==> config.mk <==
export PLATFORM = sky130hd
export DESIGN_NAME = yuv_frame_reader
export DESIGN_NICKNAME = d
export VERILOG_FILES = /design/src/rtl/yuv_frame_pkg.sv /design/src/rtl/yuv_word_unpacker.sv /design/src/rtl/yuv_frame_reader.sv
export SDC_FILE = /design/constraint.sdc
export NUM_CORES = 1
export LEC_CHECK = 0
export ABC_AREA = 1
export CORE_UTILIZATION = 58
export DETAILED_ROUTE_END_ITERATION = 6
export GPL_ROUTABILITY_DRIVEN = 0
export PLACE_DENSITY_LB_ADDON = 0.05
export SETUP_SLACK_MARGIN = 0.4
export SLEW_MARGIN = 20
export SYNTH_ARGS = -nofsm -noshare
export SYNTH_HDL_FRONTEND = slang
export SYNTH_SLANG_ARGS = --single-unit
==> constraint.sdc <==
create_clock -name CLOCK_50 -period 7.6 [get_ports CLOCK_50]
set_input_delay 0.76 -clock CLOCK_50 [delete_from_list [all_inputs] [get_ports CLOCK_50]]
set_output_delay 0.76 -clock CLOCK_50 [all_outputs]
set_load 0.05 [all_outputs]
==> src/rtl/yuv_frame_pkg.sv <==
// yuv_frame_pkg: frame memory layout shared by the YUV frame reader and the
// camera capture writer, plus the reader FSM state encoding.
// Word addresses, 64-bit words, 8 samples per word.
// The chroma planes are (H/2)*(V/2) samples each, which is H*V/32 words.
package yuv_frame_pkg;

   localparam int H_ACTIVE_DFLT   = 640;
   localparam int V_ACTIVE_DFLT   = 480;
   localparam int RD_LATENCY_DFLT = 1;

   function automatic int u_base_of(input int h, input int v);
      return h * v / 8;
   endfunction

   function automatic int v_base_of(input int h, input int v);
      return h * v / 8 + h * v / 32;
   endfunction

   localparam int Y_BASE           = 0;
   localparam int U_BASE           = u_base_of(H_ACTIVE_DFLT, V_ACTIVE_DFLT);   // 38400
   localparam int V_BASE           = v_base_of(H_ACTIVE_DFLT, V_ACTIVE_DFLT);   // 48000
   localparam int Y_WORDS_PER_LINE = H_ACTIVE_DFLT / 8;
   localparam int C_WORDS_PER_LINE = H_ACTIVE_DFLT / 16;

   typedef enum logic [2:0] {
      ST_IDLE,
      ST_RD_U,
      ST_RD_V,
      ST_RD_Y,
      ST_WAIT,
      ST_EMIT,
      ST_DONE
   } state_t;

   typedef enum logic [1:0] {
      CAP_U,
      CAP_V,
      CAP_Y
   } cap_t;

endpackage

==> src/rtl/yuv_word_unpacker.sv <==
// yuv_word_unpacker: holds one 64-bit memory word and presents its samples
// one at a time, lowest byte first. A load replaces the word; a shift moves
// the next sample into the output byte lane.
module yuv_word_unpacker (
   input  logic        CLOCK_50,
   input  logic        RESET,
   input  logic        load,
   input  logic        shift,
   input  logic [63:0] din,
   output logic [7:0]  dout
);

   logic [63:0] word_q;

   // Load a fresh word, or step to the next byte lane.
   always_ff @(posedge CLOCK_50 or posedge RESET) begin
      if (RESET) begin
         word_q <= '0;
      end else if (load) begin
         word_q <= din;
      end else if (shift) begin
         word_q <= {8'h00, word_q[63:8]};
      end
   end

   assign dout = word_q[7:0];

endmodule

==> src/rtl/yuv_frame_reader.sv <==
// yuv_frame_reader: reads one YUV 4:2:0 frame from the camera frame memory
// and streams raster-order Y/U/V pixels with a valid/ready handshake.
// Chroma is replicated 2x horizontally and vertically.
// Build option: define YUV_FRAME_READER_GRAY_EN to fetch luma only and
// drive pix_u = pix_v = 8'd128.
//
// state   | meaning
// --------+-----------------------------------------------------------
// IDLE    | waiting for start
// RD_U    | one-cycle read strobe for the group's U word
// RD_V    | one-cycle read strobe for the group's V word
// RD_Y    | one-cycle read strobe for the next 8 luma samples
// WAIT    | memory latency; captures rd_data on the terminal count
// EMIT    | presents 8 pixels, one per handshake
// DONE    | one-cycle frame_done, then back to IDLE
module yuv_frame_reader
   import yuv_frame_pkg::*;
#(
   parameter int H_ACTIVE   = H_ACTIVE_DFLT,
   parameter int V_ACTIVE   = V_ACTIVE_DFLT,
   parameter int RD_LATENCY = RD_LATENCY_DFLT
) (
   input  logic        CLOCK_50,
   input  logic        RESET,
   input  logic        start,
   output logic        busy,
   output logic        frame_done,
   output logic        rd_en,
   output logic [15:0] rd_address,
   input  logic [63:0] rd_data,
   output logic        pix_valid,
   input  logic        pix_ready,
   output logic [7:0]  pix_y,
   output logic [7:0]  pix_u,
   output logic [7:0]  pix_v,
   output logic        pix_sof,
   output logic        pix_eol
);

   localparam logic [15:0] Y_BASE_P  = 16'(Y_BASE);
   localparam logic [15:0] U_BASE_P  = 16'(u_base_of(H_ACTIVE, V_ACTIVE));
   localparam logic [15:0] V_BASE_P  = 16'(v_base_of(H_ACTIVE, V_ACTIVE));
   localparam logic [15:0] Y_WPL     = 16'(H_ACTIVE / 8);
   localparam logic [15:0] C_WPL     = 16'(H_ACTIVE / 16);
   localparam logic [9:0]  COL_LAST  = 10'(H_ACTIVE - 1);
   localparam logic [8:0]  ROW_LAST  = 9'(V_ACTIVE - 1);
   localparam logic [1:0]  WAIT_LOAD = 2'(RD_LATENCY - 1);

`ifdef YUV_FRAME_READER_GRAY_EN
   localparam state_t FIRST_RD = ST_RD_Y;
`else
   localparam state_t FIRST_RD = ST_RD_U;
`endif

   // Geometry must fit the 9-bit row, 10-bit col and 16-bit address space.
   if ((H_ACTIVE % 16) != 0 || (V_ACTIVE % 2) != 0 || H_ACTIVE > 1024 ||
       V_ACTIVE > 512 || (H_ACTIVE * V_ACTIVE * 3 / 16) > 65536 ||
       RD_LATENCY < 1 || RD_LATENCY > 2) begin : g_cfg_bad
      $error("yuv_frame_reader: unsupported geometry or read latency");
   end

   state_t      state_q, state_d;
   cap_t        cap_sel_q;
   logic [1:0]  wait_q;
   logic [8:0]  row_q;
   logic [9:0]  col_q;
   logic        hs;
   logic        cap_now;
   logic        grp_end;
   logic        last_px;
   logic [15:0] y_off;
   logic [15:0] c_off;

   assign hs      = (state_q == ST_EMIT) && pix_ready;
   assign cap_now = (state_q == ST_WAIT) && (wait_q == 2'd0);
   assign grp_end = (col_q[2:0] == 3'd7);
   assign last_px = (col_q == COL_LAST) && (row_q == ROW_LAST);
   assign y_off   = 16'(row_q) * Y_WPL + 16'(col_q[9:3]);
   assign c_off   = 16'(row_q[8:1]) * C_WPL + 16'(col_q[9:4]);

   // State register.
   always_ff @(posedge CLOCK_50 or posedge RESET) begin
      if (RESET) begin
         state_q <= ST_IDLE;
      end else begin
         state_q <= state_d;
      end
   end

   // Next-state: U, V, Y(lo), EMIT 8, Y(hi), EMIT 8 per 16-pixel group.
   always_comb begin
      state_d = state_q;
      case (state_q)
         ST_IDLE: if (start) state_d = FIRST_RD;
         ST_RD_U,
         ST_RD_V,
         ST_RD_Y: state_d = ST_WAIT;
         ST_WAIT: begin
            if (wait_q == 2'd0) begin
               case (cap_sel_q)
                  CAP_U:   state_d = ST_RD_V;
                  CAP_V:   state_d = ST_RD_Y;
                  default: state_d = ST_EMIT;
               endcase
            end
         end
         ST_EMIT: begin
            if (hs && grp_end) begin
               if (last_px) begin
                  state_d = ST_DONE;
               end else if (!col_q[3]) begin
                  state_d = ST_RD_Y;
               end else begin
                  state_d = FIRST_RD;
               end
            end
         end
         ST_DONE: state_d = ST_IDLE;
         default: state_d = ST_IDLE;
      endcase
   end

   // Outputs decoded from the current state and pixel position.
   always_comb begin
      busy       = 1'b0;
      frame_done = 1'b0;
      rd_en      = 1'b0;
      rd_address = '0;
      pix_valid  = 1'b0;
      pix_sof    = 1'b0;
      pix_eol    = 1'b0;
      case (state_q)
         ST_RD_U: begin
            busy       = 1'b1;
            rd_en      = 1'b1;
            rd_address = U_BASE_P + c_off;
         end
         ST_RD_V: begin
            busy       = 1'b1;
            rd_en      = 1'b1;
            rd_address = V_BASE_P + c_off;
         end
         ST_RD_Y: begin
            busy       = 1'b1;
            rd_en      = 1'b1;
            rd_address = Y_BASE_P + y_off;
         end
         ST_WAIT: busy = 1'b1;
         ST_EMIT: begin
            busy      = 1'b1;
            pix_valid = 1'b1;
            pix_sof   = (row_q == 9'd0) && (col_q == 10'd0);
            pix_eol   = (col_q == COL_LAST);
         end
         ST_DONE: frame_done = 1'b1;
         default: ;
      endcase
   end

   // Pixel position, capture target and read-latency down-counter.
   always_ff @(posedge CLOCK_50 or posedge RESET) begin
      if (RESET) begin
         row_q     <= '0;
         col_q     <= '0;
         wait_q    <= '0;
         cap_sel_q <= CAP_Y;
      end else begin
         case (state_q)
            ST_IDLE: begin
               if (start) begin
                  row_q <= '0;
                  col_q <= '0;
               end
            end
            ST_RD_U: begin
               cap_sel_q <= CAP_U;
               wait_q    <= WAIT_LOAD;
            end
            ST_RD_V: begin
               cap_sel_q <= CAP_V;
               wait_q    <= WAIT_LOAD;
            end
            ST_RD_Y: begin
               cap_sel_q <= CAP_Y;
               wait_q    <= WAIT_LOAD;
            end
            ST_WAIT: begin
               if (wait_q != 2'd0) wait_q <= wait_q - 2'd1;
            end
            ST_EMIT: begin
               if (hs) begin
                  if (col_q == COL_LAST) begin
                     col_q <= '0;
                     row_q <= row_q + 9'd1;
                  end else begin
                     col_q <= col_q + 10'd1;
                  end
               end
            end
            default: ;
         endcase
      end
   end

   yuv_word_unpacker u_unp_y (
      .CLOCK_50 (CLOCK_50),
      .RESET    (RESET),
      .load     (cap_now && (cap_sel_q == CAP_Y)),
      .shift    (hs),
      .din      (rd_data),
      .dout     (pix_y)
   );

`ifdef YUV_FRAME_READER_GRAY_EN
   assign pix_u = 8'd128;
   assign pix_v = 8'd128;
`else
   // One chroma sample spans two pixels, so step on odd columns only.
   yuv_word_unpacker u_unp_u (
      .CLOCK_50 (CLOCK_50),
      .RESET    (RESET),
      .load     (cap_now && (cap_sel_q == CAP_U)),
      .shift    (hs && col_q[0]),
      .din      (rd_data),
      .dout     (pix_u)
   );

   yuv_word_unpacker u_unp_v (
      .CLOCK_50 (CLOCK_50),
      .RESET    (RESET),
      .load     (cap_now && (cap_sel_q == CAP_V)),
      .shift    (hs && col_q[0]),
      .din      (rd_data),
      .dout     (pix_v)
   );
`endif

endmodule

## Word level (Yosys, flattened, before mapping)

Cells that the tools add are included.

- Reduce and logical (&&, ||, !) cells: 27
- Equal/unequal tests: 17
- Muxes and demuxes: 31
- Add/subtract/negate cells: 7
- Multiply operators: 2

Operator list:

| cell | count |
|---|---|
| 64-bit two-way mux | 6 |
| 16-bit one-hot mux with 3 select lines | 1 |
| 16-bit by 15-bit adder with 16-bit output (first input constant) | 2 |
| 10-bit two-way mux | 3 |
| 9-bit two-way mux | 3 |
| 10-bit one-hot mux with 2 select lines | 1 |
| 9-bit one-hot mux with 2 select lines | 1 |
| 16-bit by 7-bit adder with 16-bit output | 1 |
| 14-bit by 6-bit adder with 15-bit output | 1 |
| 3-bit == test (second input constant) | 4 |
| 9-bit by 3-bit multiplier with 12-bit output (second input constant) | 1 |
| 3-bit two-way mux | 4 |
| 3-bit one-hot mux with 4 select lines | 1 |
| 2-bit nonzero test | 6 |
| 8-bit by 3-bit multiplier with 11-bit output (second input constant) | 1 |
| 10-bit by 1-bit adder with 10-bit output (second input constant) | 1 |
| 10-bit == test (second input constant) | 1 |
| 10-bit logical NOT | 1 |
| 9-bit by 1-bit adder with 9-bit output (second input constant) | 1 |
| 9-bit == test (second input constant) | 1 |
| 1-bit logical AND | 9 |
| 9-bit logical NOT | 1 |
| 2-bit by 1-bit inequality test with 1-bit output (second input constant) | 4 |
| 3-bit by 2-bit == test with 1-bit output (second input constant) | 2 |
| other kinds (18) | 27 |

- Register bits after elaboration: 218
- Logic and storage cells: 92
- Output and inout port bits: 46
- Input port bits: 68

## Logic depth before layout (Yosys ltp)

Gate-level depths: netlist of run 1.

- Depth after elaboration: 5
- Gate-level depth with buffers: 21
- Gate-level depth less buffers: 21

## Cells and area by module

A second synthesis of run 1 with hierarchy kept.

- Cells, all modules: 1612
- Area, all modules: 12391.9 um^2

Modules (own cells, without submodules):

| module | cells each | sequential area each (um^2) | area each (um^2) | instances |
|---|---|---|---|---|
| yuv_word_unpacker | 372 | 1601.5 | 3066.7 | 3 |
| yuv_frame_reader | 496 | 651.9 | 3191.8 | 1 |

## Worst setup path after synthesis of run 1

No wires, ideal clock.

- Path kind: register to output
- Start point: register row_q[2]
- End point: output port rd_address[15]
- Arrival: 3.407 ns
- Cell stages (with the launch flop): 13
- Path buffers: 0
- Required time: 6.840 ns
- Slack: 3.433 ns
- Cells stage by stage: dfrtp_1 -> ha_1 -> ha_1 -> inv_1 -> fa_1 -> nand2_1 -> xor2_1 -> nand3_1 -> nor2_1 -> nand2_1 -> o21ai_0 -> a21oi_1 -> o21ai_0

- Longest elaborated chain between the ends: 4
- Elaborated cells between the ends (all ways): 7
- Classes of those cells: 4 x add/sub; 2 x mul; 1 x mux

RTL lines:

| element | line | source |
|---|---|---|
| from (decl) | yuv_frame_reader.sv:65 | `logic [8:0] row_q;` |
| from (signal assigned) | yuv_frame_reader.sv:194 | `row_q <= row_q + 9'd1;` |
| 8-bit by 3-bit multiplier with 11-bit output | yuv_frame_reader.sv:79 | `assign c_off = 16'(row_q[8:1]) * C_WPL + 16'(col_q[9:4]);` |
| 14-bit by 6-bit adder with 15-bit output | yuv_frame_reader.sv:79 |  |
| 16-bit by 15-bit adder with 16-bit output (on tied branches) | yuv_frame_reader.sv:141, yuv_frame_reader.sv:136 |  |
| 16-bit one-hot mux with 3 select lines * | yuv_frame_reader.sv:132 | `case (state_q)` |
| to (decl) | yuv_frame_reader.sv:29 | `output logic [15:0] rd_address,` |

Mark *: on every way between the ends. The rest lies on a longest branch, timed or not.

## Worst setup path in the final report of run 1

- Start point: register row_q[2]
- End point: output port rd_address[13]

The elaborated chain is that of the path after synthesis.

==> summary.md, run 1 <==
| Metric | Value |
|---|---|
| Die H | `143 um` |
| Synth Instances | `1371` |
| Max-cap violations | `0` |
| GRT overflow | `0` |
| Final WL | `30400 um` |
| CTS root buf | `clkbuf_16` |
| Area Growth Syn to Fin | `16.6%` |
| CTS resizes | `0` |
| Fin crit share | `71.5%` |
| Part of the Yosys area used for sequential elements | `47.5%` |
| Clk_lat worst skew | `0.52 ns` |
| Clock tree buffer depth | `3` |
| Final slew viol count | `0` |
| Avg Inst Size Synth | `8.38 um2` |
| Static Leak | `6.33 nW` |
| Slew at the pin with the worst max-slew slack | `1.06 ns` |
| I/O Buffers | `113` |
| CTS Hold Bufs | `0` |
| Synth area leader | `dfrtp_1` |
| CTS clk-pin slew, worst paths | `0.06 ns` |
| Setup crit end kind | `output pin` |
| Status | `completed` |
| HPWL after DPL | `19700 um` |
| Io pins | `114` |
| H-tree depth | `1` |
| Power per cell area | `341 mW/mm2` |
| Count leader, synth | `nand2_1` |
| Vias per inst | `5.87` |
| Cell mode on critical path | `nand2_1` |
| Critical path fanouts, max | `6` |
| Cell area after synthesis | `0.0115 mm2` |
| EDFF count, synth | `0` |
| Antenna Cells | `0` |
| Synth cell types | `45` |
| Site Rows | `51` |
| Non-Filler Instances | `1707` |
| Synth async-reset ratio | `100%` |
| Synth top area cells | `dfrtp_1, nand2_1, inv_1, a22oi_1, a21oi_1` |
| First-pass GRT wire length | `48800 um` |
| Worst VDD drop | `217 uV` |
| Syn Nets | `1475` |
| Post-CTS repair timing setup buffer count | `0` |
| First-pass DRT Iterations | `5` |
| Synth cell count leaders | `nand2_1, dfrtp_1, inv_1` |
| CTS Buf Count | `24` |
| Gr usage total | `30.3%` |
| Yosys warning total | `0` |
| Core box area | `0.0195 mm2` |
| Sink Count | `218` |
| Crit Path Category | `reg -> out` |
| Final nets | `1530` |
| Share of post-route cells with drive strength above 1 | `5.41%` |
| Area share of the largest cell type after synthesis | `47.2%` |
| Max Clock Skew | `0.0201 ns` |
| Drc violations | `0` |
| Initial antenna violation count | `0` |
| F_max | `184 MHz` |
| Slew headroom | `29.2%` |
| First DRT Iteration DRCs | `767` |
| Final hold violations | `0` |
| Main flop type after synthesis | `dfrtp_1` |
| Tightest Hold Check Type | `reg -> reg` |
| Initial Util | `59.1%` |
| FF/Latch Area | `0.00546 mm2` |
| Max incr delay on CP | `0.79 ns` |
| WP data required | `6.84 ns` |
| Fillcell total | `1639` |
| Vias post-DR | `10012` |
| Routed len/inst | `17.8 um` |
| Largest net degree at the start of global routing | `98` |
| ANT nets after route | `0` |
| Critical path launch point type | `flop` |
| CTS tree | `built` |
| CP max stage cell | `clkdlybuf4s50_1` |
| Setup-failing EPs final | `0` |
| Setup TNS | `0 ns` |
| RSZ-0062 raised after global routing | `no` |
| WP data arrival | `4.67 ns` |
| Vias in the first global route | `9563` |
| Multi-input gate area | `0.00491 mm2` |
| #FFs+latches synth | `218` |
| Die Footprint | `0.0204 mm2` |
| Placed cell count | `1665` |
| Min cycle time layout | `5.43 ns` |
| Cell Chain, Critical Path | `ha_1 > ha_1 > inv_1 > fa_1 > xnor2_1 > nand2_1 > nor2_1 > nand2_1 > nand2_1 > nand2_1 > ha_1 > o21bai_1 > a21oi_1 > nand2_1 > nand2_1 > nand3_1 > nand3_1 > nand2_1 > inv_1 > clkdlybuf4s50_1` |
| Die Width | `143 um` |
[where the power goes]
group          total [W]  switching (W)  leakage (nW)  internal, W
registers        0.00184       0.000242          2.84      0.00160
clock network    0.00120       0.000468         0.408     0.000730
logic            0.00153       0.000999          3.08     0.000533
[layout by cell type (no fill, tap or decap), types with 3 or more instances in the layout]
cell type,n
clkbuf_8,5
dfrtp_1,217
xor2_1,9
o21a_1,3
inv_1,166
nand2_4,3
nand4_1,13
o21bai_1,3
o22ai_1,23
or2_2,3
ha_1,32
inv_2,5
clkbuf_1,3
nand2_1,274
xnor2_1,4
nor2_1,58
buf_4,11
clkinv_2,5
a21oi_1,94
nor4_1,3
fa_1,4
clkbuf_16,24
o221ai_1,23
bufinv_16,3
a31oi_1,7
o21ai_0,81
clkdlybuf4s50_1,113
nor3_2,5
o211ai_1,39
nand3_1,93
a22oi_1,74
nor3_1,16
o21ai_1,3
[layout make-up]
class | count | area share, %
Timing Repair Buffer | 124 | 9.06
Inverter | 174 | 4.97
Clock buffer | 32 | 5.08
Multi-Input combinational cell | 884 | 36.7
Clock inverter | 10 | 1.05
Sequential cell | 218 | 40.7
Tap cell | 265 | 2.47
[state kept, by name, summed over array words and instances, names as in the netlist]
register / count
cap_sel_q: 2
col_q: 10
row_q: 9
state_q: 3
u_unp_u.word_q: 64
u_unp_v.word_q: 64
u_unp_y.word_q: 64
wait_q: 2
[critical path: cells and delay by family, from the launching register on]
family / cells / cell delay, ns
adder cells (fa/ha/maj): 4 / 1.22
AND/OR/NAND/NOR: 10 / 0.97
buffers and inverters: 3 / 0.92
flip-flops: 1 / 0.46
AO/OA/AOI/OAI: 2 / 0.35
XOR/XNOR: 1 / 0.24
[kinds of logic after synthesis]
logic type | share of synthesized area [%]
flip-flops | 47.5
buffers and inverters | 10.0
AND/OR/NAND/NOR | 18.0
AO/OA/AOI/OAI | 19.3
adder cells (fa/ha/maj) | 4.18
XOR/XNOR | 0.991
[routing by layer]
metal  track usage (%)  vias to the layer above  part of all wire (%)
li1                  -                     4759                     -
met1              42.1                     4875                    45
met2              50.8                      336                    47
met3              4.26                       42                   5.9
met4              6.51                        0                   1.7
met5                 0                        -                     0
[worst paths after layout]
kind | from | to | slack (ns) | depth (start not counted)
worst max register to register | state_q[2]$_DFFE_PP0P_ | u_unp_v.word_q[56]$_DFFE_PP0P_ | 3.61 | 8
max in group asynchronous | RESET | u_unp_u.word_q[58]$_DFFE_PP0P_ | 5.42 | 3
worst min register to register | u_unp_v.word_q[52]$_DFFE_PP0P_ | u_unp_v.word_q[52]$_DFFE_PP0P_ | 0.48 | 2
min in group asynchronous | RESET | u_unp_u.word_q[2]$_DFFE_PP0P_ | 0.71 | 2
worst max-delay path | row_q[2]$_DFFE_PP0P_ | rd_address[13] | 2.17 | 20
worst min-delay path | u_unp_v.word_q[52]$_DFFE_PP0P_ | u_unp_v.word_q[52]$_DFFE_PP0P_ | 0.48 | 2
[stage by stage]
| stage | total power [W] | utilization [%] | worst slack (ns) | instance area (um2) | hold WS (ns) |
|---|---|---|---|---|---|
| 2_1_floorplan | 0.00296 | - | 0.877 | 11500 | 0.453 |
| 3_3_place_gp | 0.00333 | 64.6 | 2.84 | 12600 | 0.467 |
| 3_5_place_dp | 0.00338 | 64.6 | 2.71 | 12600 | 0.473 |
| 4_1_cts | 0.00458 | 68.8 | 2.17 | 13400 | 0.487 |
| 5_1_grt | 0.00482 | 68.8 | 1.80 | 13400 | 0.502 |
| 6_report | 0.00457 | 68.8 | 2.17 | 13400 | 0.482 |
No activity file was read; power rests on OpenSTA's default activity.
==> run 2, diff against run 1 <==
==> constraint.sdc (replaced) <==
create_clock -name CLOCK_50 -period 5.3 [get_ports CLOCK_50]
set_input_delay 0.53 -clock CLOCK_50 [delete_from_list [all_inputs] [get_ports CLOCK_50]]
set_output_delay 0.53 -clock CLOCK_50 [all_outputs]
set_load 0.05 [all_outputs]
==> run 2 against run 1 <==
Compared with the run above:
- critical endpoint unchanged
- die area unchanged
- sequential cell count unchanged
- combinational power up 44%
- cell area up 0.35%
- via count down 0.34%
- routed wire length up 2.3%
- first-iteration DRC count down 4.3%
- core utilization up 0.24 points
==> summary.md, run 2 (same netlist as run 1, synthesis figures left out) <==
| Metric | Value |
|---|---|
| CTS Buf Count | `24` |
| Wl on met1 | `13600 um` |
| Drc violations | `0` |
| Max Clock Skew | `0.0135 ns` |
| HPWL after DPL | `20100 um` |
| Static Leak | `6.43 nW` |
| Setup TNS | `0 ns` |
| Vias per inst | `5.83` |
| Critical path fanouts, max | `6` |
| Setup crit end | `rd_address[13]` |
| Critical path launch point type | `flop` |
| H-tree depth | `1` |
| Crit Path Category | `reg -> out` |
| Initial antenna violation count | `1` |
| CTS tree | `built` |
| Internal power | `0.00410 W` |
| CP Launch Point | `row_q[2]$_DFFE_PP0P_` |
| Power per cell area | `488 mW/mm2` |
| ANT nets after route | `0` |
| R2R Path Start | `state_q[1]$_DFFE_PP0P_` |
| WP data required | `4.77 ns` |
| CTS root buf | `clkbuf_16` |
| Setup-failing EPs final | `0` |
| Status | `completed` |
| Die Width | `143 um` |
| Vias in the first global route | `9755` |
| First-pass GRT wire length | `49500 um` |
| Most common cell after layout, fill and taps aside | `nand2_1` |
| RSZ-0062 raised after global routing | `yes` |
| Commonest cells after routing, fill and taps aside | `nand2_1, dfrtp_1, inv_1` |
| Top layer in use | `met5` |
| R2r endpoint | `u_unp_y.word_q[41]$_DFFE_PP0P_` |
| Share of post-route cells with drive strength above 1 | `6.01%` |
| Min cycle time layout | `4.71 ns` |
| Clock tree buffer depth | `3` |
| Antenna Cells | `0` |
| Switching share of power | `37.6%` |
| Final hold violations | `0` |
| First-pass DRT Iterations | `6` |
| Post-CTS repair timing setup buffer count | `0` |
| Setup crit end kind | `output pin` |
| Core box area | `0.0195 mm2` |
| FF-to-FF path depth | `9` |
| Slew at the pin with the worst max-slew slack | `1.07 ns` |
| Fin crit share | `88.9%` |
| Fillcell total | `1644` |
| Site Rows | `51` |
| Clk_lat worst skew | `0.51 ns` |
| Met2 wire length | `14800 um` |
| First DRT Iteration DRCs | `734` |
| F_max | `212 MHz` |
| Final nets | `1534` |
| Worst VDD drop | `360 uV` |
| Share of total power in the clock network | `26.0%` |
| Top Registers | `u_unp_u.word_q (64), u_unp_v.word_q (64), u_unp_y.word_q (64)` |
| Routed len/inst | `18.1 um` |
| Sink Count | `218` |
| R2R Setup Slk | `2.09 ns` |
| Initial Util | `59.1%` |
| Slew headroom | `28.9%` |
| Tightest Hold Check Type | `in -> async` |
| Reg power frac | `40.3%` |
| CTS clk-pin slew, worst paths | `0.06 ns` |
| Largest net degree at the start of global routing | `128` |
| Final WL | `31100 um` |
| Gr usage total | `30.8%` |
| GRT overflow | `0` |
| Area Growth Syn to Fin | `17.0%` |
| Vias post-DR | `9978` |
| Combinational power share | `33.7%` |
| Non-Filler Instances | `1712` |
| Io pins | `114` |
| Placed cell count | `1668` |
| Die H | `143 um` |
| Final slew viol count | `0` |
| I/O Buffers | `113` |
| Met3 WL | `1860 um` |
| CTS Hold Bufs | `0` |
| Max-cap violations | `0` |
| Die Footprint | `0.0204 mm2` |
| WP data arrival | `4.18 ns` |
| Switch Pwr | `0.00247 W` |
-- run 2: worst min path at each step --
stage	from	endpoint	slack, ns	cells past startpoint
final	RESET	u_unp_y.word_q[2]$_DFFE_PP0P_	0.36	2
after global routing	RESET	u_unp_y.word_q[2]$_DFFE_PP0P_	0.39	2
after CTS	RESET	u_unp_u.word_q[2]$_DFFE_PP0P_	0.36	2
after detailed placement	u_unp_v.word_q[62]$_DFFE_PP0P_	u_unp_v.word_q[62]$_DFFE_PP0P_	0.47	2
after global placement	u_unp_v.word_q[51]$_DFFE_PP0P_	u_unp_v.word_q[51]$_DFFE_PP0P_	0.47	2
after floorplan	wait_q[1]$_DFFE_PP0P_	wait_q[1]$_DFFE_PP0P_	0.45	2
-- run 2: area by class of cell --
| class | count | area [um2] | area share (%) |
|---|---|---|---|
| timing repair buffer | 128 | 1270 | 9.42 |
| multi-input combinational | 884 | 4910 | 36.5 |
| clock inverter | 6 | 58.8 | 0.437 |
| clock buffer | 37 | 761 | 5.66 |
| tap | 265 | 332 | 2.47 |
| sequential | 218 | 5460 | 40.6 |
| inverter | 174 | 662 | 4.92 |
-- run 2: layer usage --
metal | track usage [%] | up-vias
li1 | - | 4765
met5 | 0 | -
met4 | 9.45 | 2
met3 | 4.16 | 61
met1 | 42.5 | 4811
met2 | 50.7 | 339
-- run 2: critical path, stage by stage, from the launching register on --
cell and delay [ns]:
dfrtp_1 0.47, ha_1 0.37, ha_1 0.21, inv_1 0.07, fa_1 0.42, xnor2_1 0.26
nand2_1 0.08, nor2_1 0.25, nand2_1 0.11, nand2_1 0.08, nand2_1 0.14, ha_1 0.23
o21bai_1 0.18, a21oi_1 0.19, nand2_1 0.07, nand2_1 0.06, nand3_1 0.06, nand3_1 0.07
nand2_1 0.05, inv_1 0.05, clkbuf_2 0.26
-- run 2: through the flow --
step                      worst slack, ns  hold slack, ns  instance area [um2]  total power, W  utilization, %
after floorplan                      1.36           0.453                11500         0.00425               -
after global placement              0.772           0.466                12600         0.00479            64.8
after detailed placement            0.613           0.474                12600         0.00486            64.8
after CTS                           0.332           0.362                13400         0.00657            69.0
after global routing                0.170           0.392                13400         0.00690            69.1
final                               0.589           0.364                13400         0.00656            69.1
-- run 2: what timing repair did --
item | 4_1_cts | 5_1_grt
resized for setup | 4 | 12
setup endpoints to repair | 4 | 8
gates cloned | 0 | 0
hold endpoints to repair | 0 | 0
-- run 2: power groups by stage --
| stage | clock network [W] | registers [W] | logic [W] |
|---|---|---|---|
| 2_1_floorplan | 0 | 0.00255 | 0.00170 |
| 3_3_place_gp | 0 | 0.00264 | 0.00216 |
| 3_5_place_dp | 0 | 0.00266 | 0.00220 |
| 4_1_cts | 0.00172 | 0.00263 | 0.00222 |
| 5_1_grt | 0.00178 | 0.00270 | 0.00242 |
| 6_report | 0.00170 | 0.00264 | 0.00221 |
==> run 3, diff against run 2 <==
--- a/config.mk
+++ b/config.mk
@@ -6,9 +6,9 @@
 export NUM_CORES = 1
 export LEC_CHECK = 0
 export ABC_AREA = 1
+export CAP_MARGIN = 15
 export CORE_UTILIZATION = 58
 export DETAILED_ROUTE_END_ITERATION = 6
-export GPL_ROUTABILITY_DRIVEN = 0
 export PLACE_DENSITY_LB_ADDON = 0.05
 export SETUP_SLACK_MARGIN = 0.4
 export SLEW_MARGIN = 20
==> run 3 against run 2 <==
Compared with the run above:
- first-iteration DRC count grew 21%
- clock-buffer cell count is 6 lower
- cell count decreased by 0.23%
- critical path depth did not move
- die area unchanged
- worst hold slack better by 0.0071 ns
- critical path type unchanged
- highest routed layer unchanged
==> summary.md, run 3 (same netlist as run 1, synthesis figures left out) <==
| Metric | Value |
|---|---|
| Status | `completed` |
| Io pins | `114` |
| Slew at the pin with the worst max-slew slack | `1.06 ns` |
| Placed cell count | `1668` |
| Non-Filler Instances | `1708` |
| Die Width | `143 um` |
| First-pass DRT Iterations | `5` |
| Routed len/inst | `18.3 um` |
| First-pass GRT wire length | `50100 um` |
| WP data arrival | `4.31 ns` |
| Final slew viol count | `0` |
| Critical path fanouts, max | `6` |
| Placement Cell Area | `0.0126 mm2` |
| ANT nets after route | `0` |
| Vias post-DR | `10057` |
| Switching share of power | `37.6%` |
| Most common cell after layout, fill and taps aside | `nand2_1` |
| CTS clk-pin slew, worst paths | `0.06 ns` |
| CTS Hold Bufs | `0` |
| Max-cap violations | `0` |
| Die Footprint | `0.0204 mm2` |
| Final design instance area without fill | `0.0134 mm2` |
| Internal power | `0.00407 W` |
| Static Leak | `6.39 nW` |
| Switch Pwr | `0.00246 W` |
| GRT overflow | `0` |
| Tightest Hold Check Type | `in -> async` |
| CTS Buf Count | `23` |
| Top Registers | `u_unp_u.word_q (64), u_unp_v.word_q (64), u_unp_y.word_q (64)` |
| Vias per inst | `5.89` |
| GR Util met2 | `52.8%` |
| Slew headroom | `29.1%` |
| Commonest cells after routing, fill and taps aside | `nand2_1, dfrtp_1, inv_1` |
| Multi-input gate area | `0.00491 mm2` |
| Placer Congestion | `0.908` |
| Critical path launch point type | `flop` |
| Met1 Use GR | `43.1%` |
| Antenna Cells | `0` |
| Final hold violations | `0` |
| I/O Buffers | `113` |
| Vias in the first global route | `9809` |
| Clock tree buffer depth | `3` |
| Fin crit share | `91.3%` |
| HPWL after DPL | `20200 um` |
| Share of post-route cells with drive strength above 1 | `5.61%` |
| Setup TNS | `0 ns` |
| Met3 GRT Util | `3.82%` |
| Site Rows | `51` |
| Clk_lat worst skew | `0.52 ns` |
| Fillcell total | `1640` |
| Setup-failing EPs final | `0` |
| RSZ-0062 raised after global routing | `yes` |
| H-tree depth | `1` |
| Initial antenna violation count | `1` |
| Drc violations | `0` |
| Die H | `143 um` |
| Core box area | `0.0195 mm2` |
| Setup crit end kind | `output pin` |
| Crit Path Category | `reg -> out` |
| Combinational power share | `33.8%` |
| WP data required | `4.77 ns` |
| Reg power frac | `40.5%` |
| FF/Latch Area | `0.00546 mm2` |
| Final WL | `31200 um` |
| Sink Count | `218` |
| Initial Util | `59.1%` |
| F_max | `207 MHz` |
| Min cycle time layout | `4.84 ns` |
| Power per cell area | `488 mW/mm2` |
| Max Clock Skew | `0.0131 ns` |
| CTS root buf | `clkbuf_16` |
| CTS tree | `built` |
| First DRT Iteration DRCs | `886` |
| Final nets | `1532` |
| Largest net degree at the start of global routing | `139` |
| Busiest grt layer | `met2` |
| Area Growth Syn to Fin | `16.5%` |
| Gr usage total | `31.3%` |
| Worst VDD drop | `278 uV` |
| Share of total power in the clock network | `25.7%` |
==> run 3: cell types whose count changed in the layout (fill, tap and decap cells not counted) <==
cell             change
clkinvlp_4           +1
clkdlybuf4s15_1      +1
buf_16               -1
clkbuf_8             -4
clkbuf_2             -2
clkbuf_16            -2
clkdlybuf4s50_1      +1
bufinv_16            +2
==> run 3: through the flow <==
| stage | hold slack [ns] | util [%] | setup WS [ns] | power, W |
|---|---|---|---|---|
| after floorplan | 0.453 | - | 1.36 | 0.00425 |
| after global placement | 0.467 | 64.8 | 0.773 | 0.00479 |
| after detailed placement | 0.473 | 64.8 | 0.669 | 0.00485 |
| after CTS | 0.377 | 68.8 | 0.393 | 0.00654 |
| after global routing | 0.394 | 68.8 | 0.0867 | 0.00689 |
| final | 0.372 | 68.8 | 0.461 | 0.00653 |
==> run 3: cell type report <==
class	instances	area share, %
clock inverter	9	0.944
clock buffer	31	4.90
timing repair buffer	127	9.32
multi-input combinational	884	36.7
inverter	174	4.94
sequential	218	40.7
tap	265	2.48
==> run 3: critical path, stage by stage, from the launching register on <==
cell and delay (ns):
dfrtp_1 0.46, ha_1 0.37, ha_1 0.20, inv_1 0.06, fa_1 0.42, xnor2_1 0.24
nand2_1 0.08, nor2_1 0.23, nand2_1 0.10, nand2_1 0.07, nand2_1 0.14, ha_1 0.23
o21bai_1 0.18, a21oi_1 0.17, nand2_1 0.07, nand2_1 0.06, nand3_1 0.06, nand3_1 0.07
nand2_1 0.05, inv_1 0.05, clkdlybuf4s15_1 0.49
==> run 3: path summary, 6_finish.rpt <==
| kind | start | endpoint | slack (ns) | depth (start not counted) |
|---|---|---|---|---|
| max reg2reg | state_q[2]$_DFFE_PP0P_ | u_unp_v.word_q[17]$_DFFE_PP0P_ | 2.16 | 8 |
| max | row_q[2]$_DFFE_PP0P_ | rd_address[13] | 0.46 | 20 |
| min in group CLOCK_50 | u_unp_v.word_q[54]$_DFFE_PP0P_ | u_unp_v.word_q[54]$_DFFE_PP0P_ | 0.49 | 2 |
| min reg2reg | u_unp_v.word_q[54]$_DFFE_PP0P_ | u_unp_v.word_q[54]$_DFFE_PP0P_ | 0.49 | 2 |
| min | RESET | u_unp_y.word_q[2]$_DFFE_PP0P_ | 0.37 | 2 |
| max in group asynchronous | RESET | col_q[6]$_DFFE_PP0P_ | 3.78 | 3 |
==> run 3: routing by layer <==
layer  share of wire (%)  vias to the layer above
li1                    -                     4752
met1                  44                     4887
met2                  48                      370
met3                 6.0                       46
met4                 2.0                        2
met5               0.035                        -
==> run 3: power groups by stage <==
stage | sequential, W | combinational, W | clock, W
floorplan | 0.00255 | 0.00170 | 0
global placement | 0.00264 | 0.00215 | 0
detailed placement | 0.00266 | 0.00220 | 0
CTS | 0.00264 | 0.00222 | 0.00168
global route | 0.00270 | 0.00243 | 0.00175
finish | 0.00265 | 0.00221 | 0.00168
==> run 3: what timing repair did <==
item                                    in CTS  in global routing
endpoints found under the setup margin       3                  7
pin swaps                                    0                  0
gates resized for setup                      3                  9
setup buffers                                0                  0
